### config.mk
export PLATFORM = sky130hd
export DESIGN_NAME = addsub_pipe
export DESIGN_NICKNAME = d
export VERILOG_FILES = /design/src/rtl/addsub_pkg.sv /design/src/rtl/cla_slice4.sv /design/src/rtl/addsub_pipe.sv
export SDC_FILE = /design/constraint.sdc
export NUM_CORES = 1
export LEC_CHECK = 0
export CAP_MARGIN = 20
export CORE_UTILIZATION = 30
export CTS_BUF_LIST = sky130_fd_sc_hd__clkbuf_2
export CTS_CLUSTER_SIZE = 25
export DETAILED_ROUTE_END_ITERATION = 8
export DONT_BUFFER_PORTS = 1
export GPL_ROUTABILITY_DRIVEN = 0
export HOLD_SLACK_MARGIN = 0.03
export PLACE_DENSITY_LB_ADDON = 0.1
export REMOVE_ABC_BUFFERS = 1
export SYNTH_ARGS = -nofsm -noshare
export SYNTH_HDL_FRONTEND = slang
export SYNTH_HIERARCHICAL = 1
export SYNTH_SLANG_ARGS = --single-unit
### constraint.sdc
create_clock -name clk -period 1.7 [get_ports clk]
set_input_delay 0.51 -clock clk [delete_from_list [all_inputs] [get_ports clk]]
set_output_delay 0.51 -clock clk [all_outputs]
set_load 0.03 [all_outputs]
### src/rtl/addsub_pkg.sv
// Shared constants and the pipeline stage-register layout for addsub_pipe.
// Struct fields are sized for the widest legal operand; narrower builds leave upper bits at zero.
package addsub_pkg;

    localparam int SLICE_W = 4;
    localparam int MAX_W   = 32;

    typedef struct packed {
        logic             valid;
        logic [MAX_W-1:0] res;     // result bits produced by this and earlier slices
        logic [MAX_W-1:0] a_rem;   // unprocessed a bits, next slice at [3:0]
        logic [MAX_W-1:0] bx_rem;  // unprocessed op-adjusted b bits, next slice at [3:0]
        logic             carry;   // carry into the next slice
        logic             c_msb;   // carry into the top bit of this slice
    } stage_t;

endpackage

### src/rtl/cla_slice4.sv
// Combinational 4-bit carry-lookahead slice: every carry is a flat sum of products of G, P and cin.
module cla_slice4 (
    input  logic [3:0] a,
    input  logic [3:0] b,
    input  logic       cin,
    output logic [3:0] s,
    output logic       cout,
    output logic       c_msb
);

    logic [3:0] g;
    logic [3:0] p;
    logic [4:1] c;

    assign g = a & b;
    assign p = a ^ b;

    assign c[1] = g[0] | (p[0] & cin);
    assign c[2] = g[1] | (p[1] & g[0]) | (p[1] & p[0] & cin);
    assign c[3] = g[2] | (p[2] & g[1]) | (p[2] & p[1] & g[0]) | (p[2] & p[1] & p[0] & cin);
    assign c[4] = g[3] | (p[3] & g[2]) | (p[3] & p[2] & g[1]) | (p[3] & p[2] & p[1] & g[0])
                | (p[3] & p[2] & p[1] & p[0] & cin);

    assign s     = p ^ {c[3], c[2], c[1], cin};
    assign cout  = c[4];
    assign c_msb = c[3];

endmodule

### src/rtl/addsub_pipe.sv
// Pipelined add/subtract: one 4-bit lookahead slice per stage, valid/ready on both sides,
// per-stage stall with bubble collapse.
module addsub_pipe
    import addsub_pkg::*;
#(
    parameter int WIDTH = 16
) (
    input  logic             clk,
    input  logic             rst_n,
    input  logic             in_valid,
    output logic             in_ready,
    input  logic [WIDTH-1:0] a,
    input  logic [WIDTH-1:0] b,
    input  logic             op,
    output logic             out_valid,
    input  logic             out_ready,
    output logic [WIDTH-1:0] s,
    output logic             cout,
    output logic             ovf
);

    localparam int STAGES = WIDTH / SLICE_W;
    localparam int LAST   = STAGES - 1;

    stage_t            st  [STAGES];
    stage_t            nxt [STAGES];
    logic [STAGES-1:0] adv;
    logic [WIDTH-1:0]  bx;

    // Subtract is a + ~b + 1: invert b here, the +1 enters as stage-0 carry-in.
    assign bx = b ^ {WIDTH{op}};

    // A stage may load when it is empty or its occupant moves on this edge.
    always_comb begin : advance
        logic down;
        // NOTE: every always_comb output and temporary gets a value before any branch, so no latch can be inferred.
        down = out_ready;
        adv  = '0;
        for (int k = LAST; k >= 0; k--) begin
            adv[k] = !st[k].valid || down;
            down   = adv[k];
        end
    end

    assign in_ready = adv[0];

    for (genvar k = 0; k < STAGES; k++) begin : g_stage
        logic [SLICE_W-1:0] sa, sb, ss;
        logic               sc, sco, scm;

        if (k == 0) begin : g_first
            assign sa     = a[SLICE_W-1:0];
            assign sb     = bx[SLICE_W-1:0];
            assign sc     = op;
            assign nxt[k] = '{valid:  in_valid,
                              res:    MAX_W'(ss),
                              a_rem:  MAX_W'(a) >> SLICE_W,
                              bx_rem: MAX_W'(bx) >> SLICE_W,
                              carry:  sco,
                              c_msb:  scm};
        end else begin : g_rest
            assign sa     = st[k-1].a_rem[SLICE_W-1:0];
            assign sb     = st[k-1].bx_rem[SLICE_W-1:0];
            assign sc     = st[k-1].carry;
            assign nxt[k] = '{valid:  st[k-1].valid,
                              res:    st[k-1].res | (MAX_W'(ss) << (SLICE_W * k)),
                              a_rem:  st[k-1].a_rem >> SLICE_W,
                              bx_rem: st[k-1].bx_rem >> SLICE_W,
                              carry:  sco,
                              c_msb:  scm};
        end

        cla_slice4 u_slice (
            .a     (sa),
            .b     (sb),
            .cin   (sc),
            .s     (ss),
            .cout  (sco),
            .c_msb (scm)
        );
    end

    // NOTE: state registers use non-blocking assignments so every stage samples its predecessor's pre-edge value.
    always_ff @(posedge clk or negedge rst_n) begin
        if (!rst_n) begin
            // NOTE: only the valid bits need reset; the datapath is cleared too so outputs read 0 under reset.
            for (int k = 0; k < STAGES; k++) st[k] <= '0;
        end else begin
            for (int k = 0; k < STAGES; k++) begin
                if (adv[k]) st[k] <= nxt[k];
            end
        end
    end

    assign out_valid = st[LAST].valid;
    assign s         = st[LAST].res[WIDTH-1:0];
    assign cout      = st[LAST].carry;
    assign ovf       = st[LAST].carry ^ st[LAST].c_msb;

endmodule

==> impl.org <==
** Detailed routing
- Vias per inst :: roughly 4.5
- First-pass iteration count of the detailed router :: 4
- Antenna-violating nets left :: 0
- Routed wire length per instance :: about 15 um
- After detailed routing, the number of remaining DRC violations is 0.
- Vias after detailed routing :: approximately 2400
- Summed over all layers, the routed wires come to roughly 8400 um.
- For this block, the initial DRC count from the detailed router was 23.

** STA
- Clock Skews :: between 0.02 and 0.025 ns
- The hold violation total from the final report is just under 100.
- Of the available clock period, the critical path in the final layout requires 1.223.
- Setup repair after global routing could not meet its margin everywhere.
- Summed over all failing endpoints, the final setup total negative slack is -0.6370 ns.
- Hold Worst Slack :: -0.3950 ns
- For the pin with the worst max-slew slack, the measured transition is around 0.27 ns.
- Count of final setup violators :: 2
- F_max :: 0.4808 GHz
- Minimum clock period after layout :: 2.080 ns
- Tightest slew margin relative to the limit :: 0.8213
- PnR worst setup slack :: -0.3798 ns
- The final count of pins violating max slew is 0.

** Clocking
- TritonCTS built the clock tree.
- Post-CTS clock slew at the launch and capture registers of the worst setup and hold paths :: between 0.2 and 0.25 ns
- The H-tree was split into 3 levels.
- Clock Sinks :: 97
- The tree is rooted in a clkbuf_2.
- Number of buffers added by the clock tree synthesis step :: 9
- For the worst-skew pair, the clock arrives at the later sink with an insertion delay of 0.56 ns.
- Maximum clock path buffer count :: 2

** Critical path
- Worst setup SP type :: register
- Slowest cell on crit path :: dfrtp_1
- For the worst flop-to-flop path, the logic depth is 5.
- Register-to-register setup slack :: 0.07 ns
- By startpoint and endpoint, the worst setup path is classified as register to output port.
- For the worst setup path, the data required time is between 1 and 1.5 ns.
- In this run the worst path has a maximum fanout of 8.
- Crit Reg-Reg Endpoint :: g_stage[2].sc$_DFFE_PN0P_
- Startpoint of the lowest-slack register-to-register path :: g_stage[1].sb[0]$_DFFE_PN0P_
- Data arrival time at the worst-slack endpoint :: between 1.5 and 2 ns
- Cells along the critical path :: and4b_2 -> and2_4 -> clkinv_4 -> buf_12
- Buffers and inverters on the worst path :: 2
- STA classifies the critical path endpoint as an output port.
- Slowest cell delay on critical path :: 0.42 ns
- In this design, the largest share of critical-path delay is due to flip-flops.

** Synth
- The synthesized design spends more area on one cell type than any other, namely dfrtp_1.
- Number of synthesis warnings :: 6
- Of the post-synthesis cell area, the dominant cell type holds 0.5436.
- Counting flops and latches in the post-synthesis netlist gives 97.
- Syn Inst Count :: roughly 320
- Of the synthesized area, sequential elements account for 0.5436.
- Cell types occupying the most area after synthesis :: dfrtp_1 (54%), mux2_2 (18%), ha_1 (4.5%)
- Summing every instance area after synthesis gives ~4500 um^2.
- The average instance in the mapped netlist occupies 14.09 um^2.
- Distinct cell type count after synthesis :: 25

** Global routing
- The total overflow left after global routing is 0.
- Pin count of the biggest net entering global routing :: just under 100
- The first global-routing pass estimated around 14000 um of wire.
- Number of global-route vias before repair :: about 2700
- Antenna violations before repair :: 1
- In the global route stage, overall resource usage came out at 0.1270.

** Power
- Of the total power, the clock network draws 0.163.
- The analysis attributes to net switching a power of ~2.3 mW.
- The worst-case IR drop observed on VDD is 0.0003228 V.
- Of the total power, the share spent switching nets is 0.3345.
- The analysis attributes to cell leakage a power of roughly 2.2 nW.
- Sequential fraction of design power :: 0.567
- Power per unit of standard cell area :: 1317 nW/um^2
- Of the total power, combinational logic draws 0.271.
- The internal power of the cells totals about 4.6 mW.
- The design draws 6.846 mW.

** Cells and area
- In the final design database the tool counted 413 nets.
- Once layout is complete, the utilization of the core stands at 0.3575.
- In the final layout, the share of cells above drive strength 1 is 0.4266.
- Post-route non-filler standard cell count :: about 550
- The top cell types in the final layout, fill and taps aside, are dfrtp_1 (80), mux2_2 (71), dlygate4sd3_1 (30).
- Filler Cells Inserted :: about 1500
- Commonest non-fill, non-tap cell in the layout :: dfrtp_1
- Area growth from synthesis to layout :: 16.36%

** Outcome
- Status :: finished, violations left
- Violations in the final reports :: hold timing, setup timing

** Die
- Initial standard-cell utilization of the core :: 0.3072
- Width of the die :: 124.0 um
- The core region is about 15000 um^2.
- From bottom edge to top edge, the die measures 124.0 um.
- Number of standard-cell rows in the floorplan :: 44
- Die Area :: about 15000 um^2
- During I/O placement, the number of pins put on the boundary was between 50 and 60.

** Job
- The tool flagged a number of max-cap violations equal to 0.

** Placement
- Counting tap cells, the placed design contains a total of 493 instances.
- Summed over all nets, the half-perimeter wirelength after detailed placement is about 5500 um.
- In this run the tool buffered the top-level ports with 0 buffer cells.

** Worst hold path
- Worst min-delay path class :: primary input to async pin
-- synth_stat cells --
cell type	count
or2_2	2
mux2_2	73
nor2_1	8
clkbuf_1	2
nand2b_1	2
dfrtp_1	97
and2_4	1
xnor2_1	13
nand2_1	1
buf_6	1
inv_4	1
buf_2	9
ha_1	16
o21ai_0	16
buf_4	17
a211oi_2	4
and4b_1	1
o21bai_2	4
nand3_1	12
a21o_1	4
xor2_1	16
inv_1	4
mux2_4	8
nor2b_1	1
fa_1	4
-- sequential cells by signal, indices dropped and copies added, names as in the netlist --
| name | count |
|---|---|
| nxt | 27 |
| g_stage.sa | 12 |
| st | 25 |
| cout | 1 |
| s | 16 |
| out_valid | 1 |
| g_stage.sb | 12 |
| g_stage.sc | 3 |
-- power groups by stage --
stage | logic, mW | registers (mW) | clock network (mW)
after floorplan | 1.39 | 3.77 | 0
after global placement | 1.74 | 3.89 | 0
after detailed placement | 1.77 | 3.92 | 0
after CTS | 1.86 | 3.90 | 1.20
after global routing | 2.08 | 4.01 | 1.30
final | 1.85 | 3.88 | 1.11
-- logic make-up after synthesis --
kind of cell | share of synthesized area
AOI/OAI and AO/OA | 0.04595
xor gates and xnor gates | 0.05688
and+or+nand+nor | 0.03222
muxes | 0.2110
buffers and inverters | 0.04763
DFF | 0.5436
adders and majority gates | 0.06276
-- area by class of cell --
class	instances	area, um^2	share of cell area
repair buffers	57	548.0	0.1055
inverters	5	23.77	0.004575
flip-flops and latches	97	2449	0.4712
clock buffers	13	65.06	0.01252
well taps	184	230.2	0.04431
multi-input cells	186	1837	0.3535
clock inverters	3	41.29	0.007946
diodes	1	2.502	0.0004816
-- stage by stage --
step / worst slack [ns] / area [um^2]
after floorplan: -1.024 / 4274
after global placement: -0.2040 / 4703
after detailed placement: -0.2403 / 4703
after CTS: -0.4744 / 5134
after global routing: -0.5361 / 5196
final: -0.3798 / 5196
-- layer usage --
metal / global-route usage / share of wire / up-vias
met5: 0 / 0 / -
met4: 0.07366 / 0.021 / 0
met3: 0.03159 / 0.038 / 10
met2: 0.1948 / 0.47 / 39
met1: 0.1623 / 0.47 / 1226
li1: - / - / 1169
-- worst max-delay path by stage --
stage | cells past startpoint | startpoint | endpoint
after floorplan | 3 | out_valid$_DFFE_PN0P_ | g_stage[3].sa[0]$_DFFE_PN0P_
after global placement | 6 | op | g_stage[1].sc$_DFFE_PN0P_
after detailed placement | 6 | op | g_stage[1].sc$_DFFE_PN0P_
after CTS | 4 | nxt[98]$_DFFE_PN0P_ | in_ready
after global routing | 4 | out_valid$_DFFE_PN0P_ | in_ready
final | 4 | nxt[98]$_DFFE_PN0P_ | in_ready
-- repair_timing --
item / 4_1_cts / 5_1_grt
pin swaps: 2 / 9
setup endpoints to repair: 21 / 24
endpoints found under the hold margin: 117 / 99
setup buffers: 4 / 2
hold buffers: 27 / 3
resized for setup: 18 / 6
Note: power is estimated with default switching activity, not from simulation.
